## config.mk

```make
export PLATFORM = sky130hd
export DESIGN_NAME = xm_stage_latch_flat
export DESIGN_NICKNAME = d
export VERILOG_FILES = /design/src/rtl/xm_stage_latch_if.sv /design/src/rtl/xm_stage_latch.sv /design/src/flat_wrapper.sv
export SDC_FILE = /design/constraint.sdc
export NUM_CORES = 1
export LEC_CHECK = 0
export CAP_MARGIN = 25
export CORE_ASPECT_RATIO = 0.75
export CORE_UTILIZATION = 24
export CTS_CLUSTER_DIAMETER = 120
export DETAILED_ROUTE_END_ITERATION = 10
export SYNTH_ARGS = -nofsm -noshare
export SYNTH_HDL_FRONTEND = slang
export SYNTH_SLANG_ARGS = --single-unit
```

## constraint.sdc

```tcl
create_clock -name clock -period 3.1 [get_ports clock]
set_input_delay 0.93 -clock clock [delete_from_list [all_inputs] [get_ports clock]]
set_output_delay 0.93 -clock clock [all_outputs]
set_load 0.01 [all_outputs]
```

## src/rtl/xm_stage_latch_if.sv

```systemverilog
// Execute-to-memory boundary bundle: X-side instruction fields, pipeline
// control (stall/flush) and the registered M-side view.
interface xm_stage_latch_if #(
  parameter int DATA_W = 32,
  parameter int REG_W  = 5
);
  logic              x_valid;
  logic [DATA_W-1:0] x_result;
  logic [DATA_W-1:0] x_store_data;
  logic [REG_W-1:0]  x_rd;
  logic              x_we;
  logic              x_is_store;
  logic              x_is_load;
  logic              x_ovf;
  logic [2:0]        x_exc_code;
  logic              stall;
  logic              flush;

  logic              m_valid;
  logic [DATA_W-1:0] m_result;
  logic [DATA_W-1:0] m_store_data;
  logic [REG_W-1:0]  m_rd;
  logic              m_we;
  logic              m_is_store;
  logic              m_is_load;
  logic              m_exc;
  logic [15:0]       exc_count;

  // Upstream side: drives the execute-stage fields and control, observes M.
  modport master (
    output x_valid, x_result, x_store_data, x_rd, x_we, x_is_store,
           x_is_load, x_ovf, x_exc_code, stall, flush,
    input  m_valid, m_result, m_store_data, m_rd, m_we, m_is_store,
           m_is_load, m_exc, exc_count
  );

  // Latch side: consumes the execute-stage fields, presents M.
  modport slave (
    input  x_valid, x_result, x_store_data, x_rd, x_we, x_is_store,
           x_is_load, x_ovf, x_exc_code, stall, flush,
    output m_valid, m_result, m_store_data, m_rd, m_we, m_is_store,
           m_is_load, m_exc, exc_count
  );
endinterface

```

## src/rtl/xm_stage_latch.sv

```systemverilog
// Execute-to-memory pipeline register. Squashes bubbles/flushed ops, turns
// an overflowing arithmetic op into a write of its exception code to the
// status register, and keeps a saturating count of exceptions entering M.
module xm_stage_latch #(
  parameter int DATA_W     = 32,
  parameter int REG_W      = 5,
  parameter int STATUS_REG = 30
) (
  input  logic              clock,
  input  logic              reset_n,
  xm_stage_latch_if.slave   bus
);

  localparam logic [REG_W-1:0] STATUS_RD = REG_W'(STATUS_REG);

  function automatic logic [15:0] sat_inc16(input logic [15:0] v);
    return (v == 16'hFFFF) ? v : v + 16'd1;
  endfunction

  logic              w_vld_p0;
  logic              w_take_exc_p0;
  logic [DATA_W-1:0] w_result_p0;
  logic [DATA_W-1:0] w_store_p0;
  logic [REG_W-1:0]  w_rd_p0;
  logic              w_we_p0;
  logic              w_is_store_p0;
  logic              w_is_load_p0;

  logic              r_vld_p1;
  logic [DATA_W-1:0] r_result_p1;
  logic [DATA_W-1:0] r_store_p1;
  logic [REG_W-1:0]  r_rd_p1;
  logic              r_we_p1;
  logic              r_is_store_p1;
  logic              r_is_load_p1;
  logic              r_exc_p1;
  logic [15:0]       r_exc_count;

  // Next M-side contents: zeroed bubble, exception rewrite, or pass-through.
  always_comb begin
    w_vld_p0      = bus.x_valid & ~bus.flush;
    w_take_exc_p0 = w_vld_p0 & bus.x_ovf & (bus.x_exc_code != 3'd0);
    w_result_p0   = '0;
    w_store_p0    = '0;
    w_rd_p0       = '0;
    w_we_p0       = 1'b0;
    w_is_store_p0 = 1'b0;
    w_is_load_p0  = 1'b0;
    if (w_take_exc_p0) begin
      w_result_p0 = DATA_W'(bus.x_exc_code);
      w_store_p0  = bus.x_store_data;
      w_rd_p0     = STATUS_RD;
      w_we_p0     = 1'b1;
    end else if (w_vld_p0) begin
      w_result_p0   = bus.x_result;
      w_store_p0    = bus.x_store_data;
      w_rd_p0       = bus.x_rd;
      w_we_p0       = bus.x_we & (bus.x_rd != '0);
      w_is_store_p0 = bus.x_is_store;
      w_is_load_p0  = bus.x_is_load;
    end
  end

  // ---- X -> M stage boundary ----
  // Capture on every unstalled edge; stall freezes everything, flush included.
  always_ff @(posedge clock or negedge reset_n) begin
    if (!reset_n) begin
      r_vld_p1      <= 1'b0;
      r_result_p1   <= '0;
      r_store_p1    <= '0;
      r_rd_p1       <= '0;
      r_we_p1       <= 1'b0;
      r_is_store_p1 <= 1'b0;
      r_is_load_p1  <= 1'b0;
      r_exc_p1      <= 1'b0;
      r_exc_count   <= '0;
    end else if (!bus.stall) begin
      r_vld_p1      <= w_vld_p0;
      r_result_p1   <= w_result_p0;
      r_store_p1    <= w_store_p0;
      r_rd_p1       <= w_rd_p0;
      r_we_p1       <= w_we_p0;
      r_is_store_p1 <= w_is_store_p0;
      r_is_load_p1  <= w_is_load_p0;
      r_exc_p1      <= w_take_exc_p0;
      if (w_take_exc_p0) r_exc_count <= sat_inc16(r_exc_count);
    end
  end

  assign bus.m_valid      = r_vld_p1;
  assign bus.m_result     = r_result_p1;
  assign bus.m_store_data = r_store_p1;
  assign bus.m_rd         = r_rd_p1;
  assign bus.m_we         = r_we_p1;
  assign bus.m_is_store   = r_is_store_p1;
  assign bus.m_is_load    = r_is_load_p1;
  assign bus.m_exc        = r_exc_p1;
  assign bus.exc_count    = r_exc_count;

endmodule

```

## src/flat_wrapper.sv

```systemverilog
// flat-port wrapper written by rule: the top's interface ports become plain ports
module xm_stage_latch_flat 
#(
  parameter int DATA_W     = 32,
  parameter int REG_W      = 5,
  parameter int STATUS_REG = 30
)
  (clock, reset_n, bus_x_valid, bus_x_result, bus_x_store_data, bus_x_rd, bus_x_we, bus_x_is_store, bus_x_is_load, bus_x_ovf, bus_x_exc_code, bus_stall, bus_flush, bus_m_valid, bus_m_result, bus_m_store_data, bus_m_rd, bus_m_we, bus_m_is_store, bus_m_is_load, bus_m_exc, bus_exc_count);
  xm_stage_latch_if #(.DATA_W(DATA_W), .REG_W(REG_W)) bus_i ();
  input  logic clock;
  input  logic reset_n;
  input wire logic [$bits(bus_i.x_valid)-1:0] bus_x_valid;
  input wire logic [$bits(bus_i.x_result)-1:0] bus_x_result;
  input wire logic [$bits(bus_i.x_store_data)-1:0] bus_x_store_data;
  input wire logic [$bits(bus_i.x_rd)-1:0] bus_x_rd;
  input wire logic [$bits(bus_i.x_we)-1:0] bus_x_we;
  input wire logic [$bits(bus_i.x_is_store)-1:0] bus_x_is_store;
  input wire logic [$bits(bus_i.x_is_load)-1:0] bus_x_is_load;
  input wire logic [$bits(bus_i.x_ovf)-1:0] bus_x_ovf;
  input wire logic [$bits(bus_i.x_exc_code)-1:0] bus_x_exc_code;
  input wire logic [$bits(bus_i.stall)-1:0] bus_stall;
  input wire logic [$bits(bus_i.flush)-1:0] bus_flush;
  output wire logic [$bits(bus_i.m_valid)-1:0] bus_m_valid;
  output wire logic [$bits(bus_i.m_result)-1:0] bus_m_result;
  output wire logic [$bits(bus_i.m_store_data)-1:0] bus_m_store_data;
  output wire logic [$bits(bus_i.m_rd)-1:0] bus_m_rd;
  output wire logic [$bits(bus_i.m_we)-1:0] bus_m_we;
  output wire logic [$bits(bus_i.m_is_store)-1:0] bus_m_is_store;
  output wire logic [$bits(bus_i.m_is_load)-1:0] bus_m_is_load;
  output wire logic [$bits(bus_i.m_exc)-1:0] bus_m_exc;
  output wire logic [$bits(bus_i.exc_count)-1:0] bus_exc_count;
  assign bus_i.x_valid = bus_x_valid;
  assign bus_i.x_result = bus_x_result;
  assign bus_i.x_store_data = bus_x_store_data;
  assign bus_i.x_rd = bus_x_rd;
  assign bus_i.x_we = bus_x_we;
  assign bus_i.x_is_store = bus_x_is_store;
  assign bus_i.x_is_load = bus_x_is_load;
  assign bus_i.x_ovf = bus_x_ovf;
  assign bus_i.x_exc_code = bus_x_exc_code;
  assign bus_i.stall = bus_stall;
  assign bus_i.flush = bus_flush;
  assign bus_m_valid = bus_i.m_valid;
  assign bus_m_result = bus_i.m_result;
  assign bus_m_store_data = bus_i.m_store_data;
  assign bus_m_rd = bus_i.m_rd;
  assign bus_m_we = bus_i.m_we;
  assign bus_m_is_store = bus_i.m_is_store;
  assign bus_m_is_load = bus_i.m_is_load;
  assign bus_m_exc = bus_i.m_exc;
  assign bus_exc_count = bus_i.exc_count;
  xm_stage_latch #(.DATA_W(DATA_W), .REG_W(REG_W), .STATUS_REG(STATUS_REG)) u_core (.clock(clock), .reset_n(reset_n), .bus(bus_i));
endmodule
```

==> impl_metrics.env, run 1 <==
export IMPL_outcome="completed"
export IMPL_worst_slack_ns=0.600
export IMPL_startpoint_type="input port"
export IMPL_layout_drive_gt1_share=0.0708
export IMPL_grt_remaining_overflow=0
export IMPL_rsz0062_at_grt="no"
export IMPL_postCtsHoldBufs=0
export IMPL_clkTransAtPathRegs_ns=0.07
export IMPL_synth_edf_count=0
export IMPL_cts_tree="done"
export IMPL_tightest_slew_ns=0.816
export IMPL_grt_pass1_vias=2894
export IMPL_fin_crit_sh=0.807
export IMPL_clock_sinks=90
export IMPL_globalplace_congestion=0.770
export IMPL_die_w_um=140
export IMPL_synth_nets=332
export IMPL_ctsRootBufferMaster="clkbuf_16"
export IMPL_dp_hpwl_mm=7.02
export IMPL_yosysSeqAreaShare=0.659
export IMPL_dieArea_sq_mm=0.0147
export IMPL_ant_nets=0
export IMPL_crit_fanout=6
export IMPL_synth_seq_cells=90
export IMPL_finalWirelength_mm=9.91
export IMPL_final_common_cell="clkdlybuf4s50_1"
export IMPL_critPathCaptureType="flip-flop"
export IMPL_start_util=0.248
export IMPL_num_vias=2734
export IMPL_die_y_um=105
export IMPL_worstPathArrival_ns=2.73
export IMPL_setup_violations_final=0
export IMPL_tns_ns=0
export IMPL_avgSynthCellArea_sq_um=13.7
export IMPL_syn2layout_area_growth_pct=65.4
export IMPL_cts_resized=0
export IMPL_power_density_mw_per_mm2=526
export IMPL_vdd_ir_drop_max_mv=0.315
export IMPL_stdcell_area_sq_mm=0.00565
export IMPL_critical_path_class="input port to flip-flop"
export IMPL_io_pins=171
export IMPL_finalHoldViolations=0
export IMPL_htree_levels=3
export IMPL_drv_slew=0
export IMPL_mappedNetlistArea_sq_mm=0.00342
export IMPL_clk_path_buf_depth=2
export IMPL_drv_cap=0
export IMPL_place_area_sq_mm=0.00531
export IMPL_numCtsBuffers=9
export IMPL_core_sq_mm=0.0138
export IMPL_slew_headroom=0.456
export IMPL_grtUsageTotal=0.140
export IMPL_antenna_found_initial=0
export IMPL_final_util=0.410
export IMPL_wl_per_cell_um=16.5
export IMPL_p_leak_nw=2.46
export IMPL_min_period_ns=2.50
export IMPL_post_place_ws_ns=0.273
export IMPL_num_rows=37
export IMPL_hold_ws_ns=0.488
export IMPL_numPortBuffers=170
export IMPL_synth_ff_type="dfrtp_1"
export IMPL_finalClockSkew_ns=0.00911
export IMPL_drt_iter0_markers=132
export IMPL_max_freq_mhz=400
export IMPL_clk_latency_ns=0.34
export IMPL_cp_required_ns=3.33
export IMPL_hold_class="flip-flop to flip-flop"
export IMPL_async_flop_share=1.00
export IMPL_drc=0
export IMPL_grt_pass1_wl_mm=15.9
export IMPL_avgViaCountPerCell=4.56
export IMPL_yosys_warnings=0
export IMPL_grt_max_degree=78
export IMPL_diodes=0
export IMPL_cts_setup_buffers=0
export IMPL_final_cell_mix="clkdlybuf4s50_1, dfrtp_1, a22o_1, nand2_1, o21ai_0"
export IMPL_final_net_count=501
export IMPL_syn_inst=250
export IMPL_yosysUniqueCellTypes=32
export IMPL_drt_pass1_iterations=4
Yosys cell counts, types with 2 or more instances:
cell,n,area (sq um)
xnor2_1,10,87.6
and3_1,2,12.5
dfrtp_1,90,2250
nand3_1,3,15.0
mux2i_1,2,20.0
a22o_1,64,561
nand4_1,6,37.5
nand2_1,16,60.1
xor2_1,5,43.8
and4_1,4,35.0
o21ai_0,12,60.1
nor2_1,3,11.3
clkbuf_1,14,52.6
kinds of logic (layout without fill, tap and decap cells):
kind of cell / count (synthesis) / count (layout) / share of synthesized area
AO/OA/AOI/OAI: 83 / 83 / 0.199
XOR/XNOR: 15 / 15 / 0.0385
adder cells (fa/ha/maj): 1 / 1 / 0.00366
buffers and inverters: 16 / 190 / 0.0179
flip-flops: 90 / 90 / 0.659
multiplexers: 3 / 3 / 0.00916
AND/OR/NAND/NOR: 42 / 42 / 0.0729
power breakdown:
part,switching [mW],internal (mW)
Sequential,0.0662,1.24
Combinational,0.170,0.268
Clock,0.468,0.756
worst paths after layout:
path	start	end	slack, ns	cells past startpoint
min in group asynchronous	reset_n	u_core.bus.m_we$_DFFE_PN0N_	0.56	1
setup reg to reg	u_core.bus.exc_count[2]$_DFFE_PN0P_	u_core.bus.exc_count[12]$_DFFE_PN0P_	1.30	5
hold reg to reg	u_core.bus.m_valid$_DFFE_PN0N_	u_core.bus.m_valid$_DFFE_PN0N_	0.49	2
hold / removal	u_core.bus.m_valid$_DFFE_PN0N_	u_core.bus.m_valid$_DFFE_PN0N_	0.49	2
setup / recovery	bus_x_exc_code[0]	u_core.bus.exc_count[15]$_DFFE_PN0P_	0.60	6
max in group asynchronous	reset_n	u_core.bus.m_rd[4]$_DFFE_PN0N_	1.87	2
critical path: stages:
cell	delay [ns]
clkdlybuf4s50_1	0.52
o31a_1	0.31
nand2_1	0.18
a211oi_2	0.46
nand4_1	0.17
xnor2_1	0.15
final cells by class:
class,instances,area [sq um]
Tap cell,175,219
Clock buffer,11,253
Clock inverter,5,85.1
Multi-Input combinational cell,144,1100
Fill cell,1288,8150
Sequential cell,90,2250
Timing Repair Buffer,174,1740
metal layers:
layer | vias to the layer above | track usage | part of all wire
met2 | 100 | 0.201 | 0.44
met5 | - | 0 | 0
met1 | 1347 | 0.182 | 0.45
li1 | 1273 | - | -
met3 | 14 | 0.0672 | 0.090
met4 | 0 | 0.0455 | 0.015
state kept, by name (all words and copies together) (netlist names):
register,cells
u_core.bus.m_we,1
u_core.bus.exc_count,16
u_core.bus.m_is_load,1
u_core.bus.m_exc,1
u_core.bus.m_is_store,1
u_core.bus.m_store_data,32
u_core.bus.m_valid,1
u_core.bus.m_result,32
u_core.bus.m_rd,5
through the flow:
| step | power [mW] | cells |
|---|---|---|
| detailed placement | 1.78 | 583 |
| floorplan | 1.46 | 250 |
| CTS | 3.02 | 599 |
| finish | 2.97 | 599 |
| global placement | 1.76 | 583 |
| global route | 3.10 | 599 |
(Power assumes the default switching activity.)
==> inputs of run 2 (changes only) <==
==> constraint.sdc (replaced) <==
create_clock -name clock -period 2.3 [get_ports clock]
set_input_delay 0.69 -clock clock [delete_from_list [all_inputs] [get_ports clock]]
set_output_delay 0.69 -clock clock [all_outputs]
set_load 0.01 [all_outputs]
==> run 2 against run 1 <==
Non-clock buffer count increased by 12. Global-route usage about the same. Die area unchanged. Final cell count increased by 2.0%. Worst hold slack got worse by 0.19 ns. Utilization increased by 0.35 points. Sequential cell count unchanged. Critical path depth decreased by 5. Routed wire length decreased by 1.4%. Via count increased by 1.6%. Highest routed layer unchanged.
==> impl_metrics.env, run 2 (synthesized netlist as in run 1, its figures left out) <==
export IMPL_clkTransAtPathRegs_ns=0.07
export IMPL_cp_slowest_cell="clkdlybuf4s50_1"
export IMPL_finalHoldViolations=0
export IMPL_cts_resized=0
export IMPL_cts_tree="done"
export IMPL_grt_pass1_wl_mm=16.0
export IMPL_cp_slowest_stage_delay_ns=0.61
export IMPL_wl_per_cell_um=16.0
export IMPL_diodes=0
export IMPL_crit_fanout=9
export IMPL_path_buf_inv=1
export IMPL_cts_setup_buffers=0
export IMPL_ant_nets=0
export IMPL_avgViaCountPerCell=4.55
export IMPL_clk_latency_ns=0.33
export IMPL_final_common_cell="clkdlybuf4s50_1"
export IMPL_grt_remaining_overflow=0
export IMPL_postCtsHoldBufs=0
export IMPL_setup_violations_final=0
export IMPL_min_period_ns=2.12
export IMPL_startpoint_type="flip-flop"
export IMPL_grt_max_degree=47
export IMPL_grt_pass1_vias=3024
export IMPL_fin_crit_sh=0.923
export IMPL_drt_pass1_iterations=4
export IMPL_drc=0
export IMPL_regToRegSetupSlack_ns=0.51
export IMPL_reg2reg_from="u_core.bus.exc_count[0]$_DFFE_PN0P_"
export IMPL_clock_sinks=90
export IMPL_numCtsBuffers=9
export IMPL_cp_required_ns=1.61
export IMPL_crit_family="buffers and inverters"
export IMPL_finalPower_mw=3.77
export IMPL_finalClockSkew_ns=0.00304
export IMPL_clk_path_buf_depth=2
export IMPL_rsz0062_at_grt="no"
export IMPL_path_depth=1
export IMPL_slew_headroom=0.684
export IMPL_core_sq_mm=0.0138
export IMPL_drv_slew=0
export IMPL_grtUsageTotal=0.140
export IMPL_hold_class="input port to async pin"
export IMPL_syn2layout_area_growth_pct=66.8
export IMPL_io_pins=171
export IMPL_numPortBuffers=170
export IMPL_power_density_mw_per_mm2=662
export IMPL_dieArea_sq_mm=0.0147
export IMPL_num_rows=37
export IMPL_startpoint="u_core.bus.exc_count[8]$_DFFE_PN0P_"
export IMPL_ctsRootBufferMaster="clkbuf_16"
export IMPL_antenna_found_initial=0
export IMPL_worstPathArrival_ns=1.43
export IMPL_final_cell_mix="clkdlybuf4s50_1, dfrtp_1, a22o_1, nand2_1, buf_4"
export IMPL_dp_hpwl_mm=7.22
export IMPL_start_util=0.248
export IMPL_rr_worst_depth=5
export IMPL_cp_endpoint="bus_exc_count[8]"
export IMPL_tns_ns=0
export IMPL_num_vias=2778
export IMPL_tightest_slew_ns=0.474
export IMPL_max_freq_mhz=471
export IMPL_layout_drive_gt1_share=0.0963
export IMPL_outcome="completed"
export IMPL_r2r_end="u_core.bus.exc_count[12]$_DFFE_PN0P_"
export IMPL_vdd_ir_drop_max_mv=0.294
export IMPL_globalplace_congestion=0.710
export IMPL_p_leak_nw=2.50
export IMPL_final_net_count=513
export IMPL_crit_chain="clkdlybuf4s50_1"
export IMPL_die_w_um=140
export IMPL_drt_iter0_markers=73
export IMPL_finalWirelength_mm=9.77
export IMPL_drv_cap=0
export IMPL_critical_path_class="flip-flop to output pin"
export IMPL_critPathCaptureType="output pin"
export IMPL_htree_levels=3
export IMPL_die_y_um=105
==> run 2: worst min-delay path by stage <==
| stage | from | to | cells past startpoint |
|---|---|---|---|
| 2_1_floorplan | reset_n | u_core.bus.exc_count[0]$_DFFE_PN0P_ | 0 |
| 3_3_place_gp | u_core.bus.m_rd[4]$_DFFE_PN0N_ | u_core.bus.m_rd[4]$_DFFE_PN0N_ | 2 |
| 3_5_place_dp | u_core.bus.m_valid$_DFFE_PN0N_ | u_core.bus.m_valid$_DFFE_PN0N_ | 2 |
| 4_1_cts | reset_n | u_core.bus.m_store_data[19]$_DFFE_PN0N_ | 1 |
| 5_1_grt | reset_n | u_core.bus.m_store_data[19]$_DFFE_PN0N_ | 1 |
| 6_report | reset_n | u_core.bus.m_store_data[19]$_DFFE_PN0N_ | 1 |
==> run 2: through the flow <==
stage	setup slack [ns]	hold WS [ns]	instances	util	instance area, sq um
2_1_floorplan	0.315	0.394	250	-	3420
6_report	0.177	0.296	611	0.413	5700
3_5_place_dp	-0.145	0.475	595	0.393	5420
4_1_cts	0.135	0.307	611	0.413	5700
5_1_grt	0.115	0.329	611	0.413	5700
3_3_place_gp	-0.113	0.467	595	0.393	5420
==> run 2: area by class of cell <==
cell class,instances,area [sq um]
Multi-Input combinational cell,144,1100
Sequential cell,90,2250
Clock inverter,7,58.8
Fill cell,1307,8100
Tap cell,175,219
Timing Repair Buffer,186,1840
Clock buffer,9,225
==> run 2: report_power, final <==
part	total [mW]	internal, mW	switching (mW)
Sequential	1.77	1.68	0.0920
Clock	1.40	0.752	0.649
Combinational	0.602	0.372	0.229
Total	3.77	2.80	0.970
==> run 2: metal layers <==
| metal | up-vias | routed length, um | global-route usage | share of wire |
|---|---|---|---|---|
| li1 | 1302 | - | - | - |
| met3 | 7 | 711 | 0.0522 | 0.073 |
| met5 | - | 0 | 0 | 0 |
| met1 | 1366 | 4530 | 0.181 | 0.46 |
| met2 | 103 | 4460 | 0.220 | 0.46 |
| met4 | 0 | 70 | 0.0345 | 0.0072 |
